**src/rtl/duty_ramp.sv**
```systemverilog
// Soft-start / fade generator: walks the PWM duty value toward an accepted target in
// programmable increments at a programmable step rate, with busy/done status.
module duty_ramp #(
    parameter int unsigned R         = 8,
    parameter int unsigned STEP_BITS = 16
) (
    input  logic                 clk,
    input  logic                 reset,
    input  logic [R:0]           target,
    input  logic                 target_valid,
    output logic                 target_ready,
    input  logic [STEP_BITS-1:0] step_period,
    input  logic [R-1:0]         step_size,
    output logic [R:0]           duty,
    output logic                 busy,
    output logic                 done
);

    localparam logic [R:0] FullScale = {1'b1, {R{1'b0}}};

    typedef enum logic [1:0] {
        StIdle,
        StRampUp,
        StRampDown
    } state_e;

    state_e               state_q;
    logic [R:0]           duty_q;
    logic [R:0]           tgt_q;
    logic [STEP_BITS-1:0] presc_q;
    logic                 ready_q;
    logic                 busy_q;
    logic                 done_q;

    logic [R:0]   tgt_clamp;
    logic [R:0]   step_eff;
    logic [R+1:0] step_w;
    logic [R+1:0] duty_w;
    logic [R+1:0] tgt_w;
    logic [R+1:0] up_w;
    logic [R:0]   up_next;
    logic [R:0]   dn_next;
    logic [R:0]   step_next;
    logic         step_due;

    // Step arithmetic is done one bit wider than duty so neither the sum nor the
    // guard comparison can wrap; results are clamped at the stored target.
    always_comb begin
        tgt_clamp = (target > FullScale) ? FullScale : target;
        step_eff  = (step_size == '0) ? {{R{1'b0}}, 1'b1} : {1'b0, step_size};
        step_w    = {1'b0, step_eff};
        duty_w    = {1'b0, duty_q};
        tgt_w     = {1'b0, tgt_q};
        up_w      = duty_w + step_w;
        up_next   = (up_w > tgt_w) ? tgt_q : up_w[R:0];
        dn_next   = (duty_w < (tgt_w + step_w)) ? tgt_q : (duty_q - step_eff);
        step_next = (state_q == StRampUp) ? up_next : dn_next;
        step_due  = (presc_q == step_period);
    end

    always_ff @(posedge clk) begin
        if (reset) begin
            state_q <= StIdle;
            duty_q  <= '0;
            tgt_q   <= '0;
            presc_q <= '0;
            ready_q <= 1'b1;
            busy_q  <= 1'b0;
            done_q  <= 1'b0;
        end else begin
            done_q <= 1'b0;
            unique case (state_q)
                StIdle: begin
                    if (target_valid) begin
                        tgt_q   <= tgt_clamp;
                        presc_q <= '0;
                        if (tgt_clamp > duty_q) begin
                            state_q <= StRampUp;
                            busy_q  <= 1'b1;
                            ready_q <= 1'b0;
                        end else if (tgt_clamp < duty_q) begin
                            state_q <= StRampDown;
                            busy_q  <= 1'b1;
                            ready_q <= 1'b0;
                        end else begin
                            done_q <= 1'b1;
                        end
                    end
                end
                StRampUp, StRampDown: begin
                    if (step_due) begin
                        presc_q <= '0;
                        duty_q  <= step_next;
                        if (step_next == tgt_q) begin
                            state_q <= StIdle;
                            busy_q  <= 1'b0;
                            ready_q <= 1'b1;
                            done_q  <= 1'b1;
                        end
                    end else begin
                        // A period lowered below the count wraps around before matching.
                        presc_q <= presc_q + 1'b1;
                    end
                end
                default: begin
                    state_q <= StIdle;
                    busy_q  <= 1'b0;
                    ready_q <= 1'b1;
                end
            endcase
        end
    end

    assign duty         = duty_q;
    assign busy         = busy_q;
    assign done         = done_q;
    assign target_ready = ready_q;

endmodule

```
**config.mk**
```make
export PLATFORM = sky130hd
export DESIGN_NAME = duty_ramp
export DESIGN_NICKNAME = d
export VERILOG_FILES = /design/src/rtl/duty_ramp.sv
export SDC_FILE = /design/constraint.sdc
export NUM_CORES = 1
export LEC_CHECK = 0
export ABC_AREA = 1
export CAP_MARGIN = 20
export CORE_AREA = 2 2 86 88
export CTS_CLUSTER_DIAMETER = 60
export DETAILED_ROUTE_END_ITERATION = 8
export DIE_AREA = 0 0 88 90
export PLACE_DENSITY = 0.92
export RECOVER_POWER = 50
export SLEW_MARGIN = 10
export SYNTH_ARGS = -nofsm -noshare
export SYNTH_HDL_FRONTEND = slang
export SYNTH_SLANG_ARGS = --single-unit
```
**constraint.sdc**
```tcl
create_clock -name clk -period 9.6 [get_ports clk]
set_clock_uncertainty 0.15 [all_clocks]
set_input_delay 2.88 -clock clk [delete_from_list [all_inputs] [get_ports clk]]
set_output_delay 2.88 -clock clk [all_outputs]
set_load 0.02 [all_outputs]
```
Yosys cells after proc, flatten, opt, wreduce, memory -nomap -nowiden. Cells that the tools add are included.

Logic and storage cells: 64. Input port bits: 36. Bits in registers: 39. Output and inout bits: 12.

$lt $le $gt $ge: 5. Equal/unequal tests: 8. $add $sub $neg: 4. Reduce and logical (&&, ||, !) cells: 8. Muxes and demuxes: 32.

Operator list (count): 2-to-1 mux 9 bit (4); 2-to-1 mux 16 bit (2); one-hot mux 16 bit (2 select lines) (1); adder 9 x 8 -> 10 bit (2); adder 16 x 1 -> 16 bit (second input constant) (1); == test 16 bit (1); 2-to-1 mux 1 bit (15); greater-than comparator 10 x 9 -> 1 bit (1); less-than comparator 9 x 10 -> 1 bit (1); 2-to-1 mux 2 bit (5); == test 9 bit (1); greater-than comparator 9 bit (1); greater-than comparator 9 bit (second input constant) (1); less-than comparator 9 bit (1); subtractor 9 x 8 -> 9 bit (1); logical NOT 8 bit (1); 2-to-1 mux 8 bit (1); inequality test 2 bit (second input constant) (3); one-hot mux 1 bit (2 select lines) (3); AND reduction 2 bit (3); one-hot mux 2 bit (2 select lines) (1); AND reduction 4 bit (1); inequality test 3 bit (second input constant) (1); == test 2 x 1 -> 1 bit (second input constant) (1); 4 further kinds (4).

Depth between registers and ports, before layout.
Word-level depth: 10. Mapped depth: 33. Depth with buffers taken out: 31.

Least setup slack after synthesis. Ideal clock, no wire load.

Kind: input -> register. Start: in step_size[1]. End: reg ready_q, in the netlist target_ready. Arrival: 6.272 ns. Library setup time: 0.131 ns. Slack: 3.047 ns. Stages on the path: 31. Path buffers: 1. Required time: 9.319 ns. Cell sequence: nor4_1 -> a41o_1 -> ha_1 -> inv_1 -> fa_1 -> o31ai_2 -> xor2_1 -> inv_1 -> ha_1 -> nand2_1 -> nor2_1 -> nand2_1 -> nand3_1 -> nand2_1 -> nand2_1 -> nand2_1 -> nand2_1 -> nand2_2 -> nand2_4 -> buf_6 -> nand2_1 -> nand3_1 -> nand2_1 -> nand2_1 -> nand3_1 -> nor2_2 -> nand2_2 -> nand2_4 -> nand2_2 -> nand2_1 -> nand3_1.

Word-level cells in the longest chain between the ends: 9. Elaborated cells on any way between the ends: 13. Those cells by class: 3 x add/sub; 2 x order compare; 2 x eq/ne; 4 x mux; 2 x reduce/logical.

RTL lines: start: declaration (RTL line 13) `input logic [R-1:0] step_size,`; logical NOT 8 bit (RTL line 50) `step_eff = (step_size == '0) ? {{R{1'b0}}, 1'b1} : {1'b0, step_size};`; 2-to-1 mux 8 bit (*) (RTL line 50); adder 9 x 8 -> 10 bit, on equally long branches (RTL line 56, 54); less-than comparator 9 x 10 -> 1 bit / greater-than comparator 10 x 9 -> 1 bit (equally long branches) (RTL line 56, 55); 2-to-1 mux 9 bit, on equally long branches (RTL line 56, 55); 2-to-1 mux 9 bit (*) (RTL line 57) `step_next = (state_q == StRampUp) ? up_next : dn_next;`; == test 9 bit (*) (RTL line 94) `if (step_next == tgt_q) begin`; inequality test 2 bit (no line) (*); AND reduction 4 bit (no line) (*); end signal: assignment (RTL line 67) `ready_q <= 1'b1;`; end signal: assignment (RTL line 97) `ready_q <= 1'b1;`; end signal: assignment (RTL line 108) `ready_q <= 1'b1;`; end: declaration (RTL line 31) `logic ready_q;`.

Mark *: on every way between the ends. The rest lies on a longest branch, timed or not. A chain may end at the register's enable or synchronous reset.

Worst setup path in the final report. Same ends and word-level chain as after synthesis.

==> key figures <==
Clock network
  – Number of clock sinks: 39
  – Maximum clock path buffer count: 2
  – Hold-fix buffer count after cts: 0
  – Clock-pin slew reported for the worst setup and hold paths after clock tree synthesis: 0.08 ns
  – Post-CTS setup buffer count: 0
  – CTS root buf: clkbuf_8
  – Number of buffers created by CTS: 5
  – Post-cts repair resize count: 0
  – TritonCTS clock tree: yes
  – Maximum level of the CTS H-tree: 2
  – Clock latency reported for the late side of the worst-skew pair: approximately 0.29 ns

Yosys
  – Net count after synthesis: 754
  – Share of the synthesized area in the top cell type: 0.182
  – Number of synthesized flops with an enable pin: 0
  – Most common cell in the netlist: nand2_1
  – Largest area contributor in the synthesized netlist: dfxtp_1
  – Dominant synthesized flop cell: dfxtp_1
  – Number of library cell types mapped by synthesis: between 40 and 50
  – FF+latch count, synth: 39
  – Cells after Synth: around 660
  – Post-synthesis sequential area ratio: 0.182
  – Top cell types by occurrence after synthesis: nand2_1 (142), inv_1 (100), nand3_1 (79)
  – Async SR Flop Fraction: 0
  – Synthesized area divided by synthesized cell count: roughly 6.5 um^2
  – Total number of yosys warnings: 0
  – Summed instance area of the synthesized netlist: between 0.004 and 0.005 mm^2
  – Leading cell types by total area after synthesis: dfxtp_1 (18%), ha_1 (16%), nand2_1 (12%), nand3_1 (9.2%), inv_1 (8.8%)

Critical path
  – Launch instance of the worst register-to-register path: tgt_q[0]
  – Setup Crit Path Kind: in2reg
  – Most used cell along the critical path: nand2_1
  – Crit path DAT: 7.71 ns
  – Longest individual stage delay on the worst path: between 0.4 and 0.5 ns
  – CP Launch Type: primary input
  – Worst reg2reg path endpoint: target_ready
  – Cell with the largest stage delay on the worst path: clkdlybuf4s50_1
  – Worst-case register-to-register setup slack: 5.10 ns
  – Required time worst endpoint: 9.61 ns
  – Worst setup EP type: flop
  – CP Max Fanout: 11
  – Worst r2r path cells: 26

Power
  – Register share of total power: 0.290
  – Total power consumption of the routed design: 0.000703 W
  – Net switching power figure: 0.000332 W
  – Share of power burned in combinational logic: 0.556
  – Worst vdd rail ir drop: 0.000103 V
  – Power Dens Cells: 145 mW/mm^2
  – Leakage dissipation: 2.42 nW
  – Share of total power in the clock network: 0.153
  – Switching Fraction: 0.473
  – Int Pwr: 0.000371 W

STA
  – Final hold vios: 0
  – Fin Setup TNS: 0 ns
  – Clock period minus worst slack: approximately 7.7 ns
  – Final setup slack of the worst path: 1.90 ns
  – Slew Limit Fails: 15
  – Endpoints failing setup: 0
  – Unrepaired setup endpoints after global routing: no
  – Share of the clock period used by the worst path: 0.802
  – Transition at the pin with the smallest max-transition slack: between 1.5 and 2 ns
  – Relative slew slack: -0.0424
  – Fmax achieved: 0.130 GHz

Job
  – Number of max-capacitance violations reported: 1

Global route
  – Wire length of the first global-routing pass: 19.7 mm
  – Pin count of the biggest net entering global routing: 19
  – Number of global-route vias before repair: 4,336
  – Global-route usage over all layers: 0.308
  – Total overflow reported by the global router: 0
  – Initial antenna violation count: 0

Drt
  – Number of design rule violations left after detail routing: 0
  – Routed WL per cell: 15.3 um
  – First-pass iteration count of the detailed router: 5
  – Number of vias per cell: 5.79
  – Via count: 4,610
  – DRC marker count from the first detailed-route iteration: 390
  – Remaining antenna violation count: 0
  – Wire length reported by the detailed router: 12.2 mm

Hold path
  – Endpoint, Worst Hold: busy
  – Count of cells along the worst hold path: 2
  – Path category of the worst min-delay check: reg2reg
  – Critical hold path startpoint: busy

Placement
  – Placed wire-length estimate: 9.67 mm
  – Setup Slack @ Placement: 1.72 ns
  – Number of port buffers: 47
  – Routability congestion estimate: 1.05
  – Dpl cells: roughly 790

Final layout
  – Count of fill cells added during filler insertion: 593
  – Utilization after layout: 0.692
  – Final net count: 789
  – Layout area overhead: 13.3%
  – Final Instance Count excl. Fillers: 796
  – Diodes inserted: 0
  – Fraction of final layout cells with drive strength greater than 1: 0.0416

Floorplanning
  – Floorplan die width: 88 um
  – Initial core utilization: 0.611
  – Vert. Die Dim: 90 um
  – Core Region: 0.00702 mm^2
  – Number of core rows: 31
  – Top-level I/O count: 48
  – Die area: approximately 0.0079 mm^2

Run status
  – Result of the run: finished, violations left
  – Violated checks: capacitance limit, slew limit
==> routing by layer <==
layer  wire [um]  global-route usage  up-vias
li1            -                   -     2235
met1        5030               0.409     2106
met2        5690               0.508      227
met3        1080              0.0441       42
met4         355              0.0974        0
met5           0                   0        -
==> critical path: cells and delay by family <==
kind | cells | cell delay [ns]
and+or+nand+nor | 18 | 2.19
AOI/OAI and AO/OA | 5 | 1.02
adders and majority gates | 3 | 0.87
buffers and inverters | 2 | 0.56
xor gates and xnor gates | 1 | 0.15
==> placed cells by master, fill, tap and decap left out, types with 4 or more instances in the layout <==
cell type / n
nand2_1: 142
inv_1: 101
nand3_1: 79
ha_1: 54
a21oi_1: 44
nor2_1: 43
dfxtp_1: 39
xor2_1: 34
clkdlybuf4s50_1: 33
o21ai_0: 23
dlygate4sd3_1: 14
nand4_1: 11
nor4_1: 7
nor3_1: 7
nand2_2: 5
nand3b_1: 5
clkbuf_8: 5
a31oi_1: 4
o21ai_1: 4
o211ai_1: 4
nor3b_1: 4
==> layout make-up <==
type	instances	area, um^2	area share
Sequential cell	39	781	0.161
Inverter	105	397	0.0816
Clock inverter	1	5.00	0.00103
Tap cell	99	124	0.0255
Multi-Input combinational cell	498	3010	0.619
Timing Repair Buffer	47	470	0.0968
Clock buffer	7	76.3	0.0157
==> state kept, by name, summed over array words and instances, names as in the netlist <==
signal and cells:
state_q 2, presc_q 16, duty 9, target_ready 1, tgt_q 9, busy 1, done 1
==> metrics by stage <==
step,hold slack (ns),area [um^2]
CTS,0.326,4860
global route,0.365,4860
floorplan,0.306,4290
global placement,0.305,4780
finish,0.325,4860
detailed placement,0.313,4780
==> worst max-delay path by stage <==
stage,from,end,slack (ns),cells past startpoint
6_report,step_size[1],target_ready,1.90,29
5_1_grt,step_size[2],target_ready,1.51,29
4_1_cts,step_size[2],target_ready,2.02,29
3_5_place_dp,step_size[2],target_ready,1.72,29
3_3_place_gp,step_size[1],target_ready,2.04,29
2_1_floorplan,step_size[1],target_ready,3.05,31
==> power by group through the flow <==
stage	Combinational, W	Sequential (W)	Clock (W)
finish	0.000391	0.000204	0.000108
global route	0.000441	0.000205	0.000113
CTS	0.000387	0.000203	0.000107
detailed placement	0.000382	0.000206	0
global placement	0.000368	0.000206	0
floorplan	0.000294	0.000202	0
==> cells by family after synthesis <==
| family | share of synthesized area |
|---|---|
| AND/OR/NAND/NOR | 0.333 |
| flip-flops | 0.182 |
| XOR/XNOR | 0.0715 |
| adder cells (fa/ha/maj) | 0.172 |
| buffers and inverters | 0.117 |
| AO/OA/AOI/OAI | 0.125 |
No activity file was read; power rests on OpenSTA's default activity.
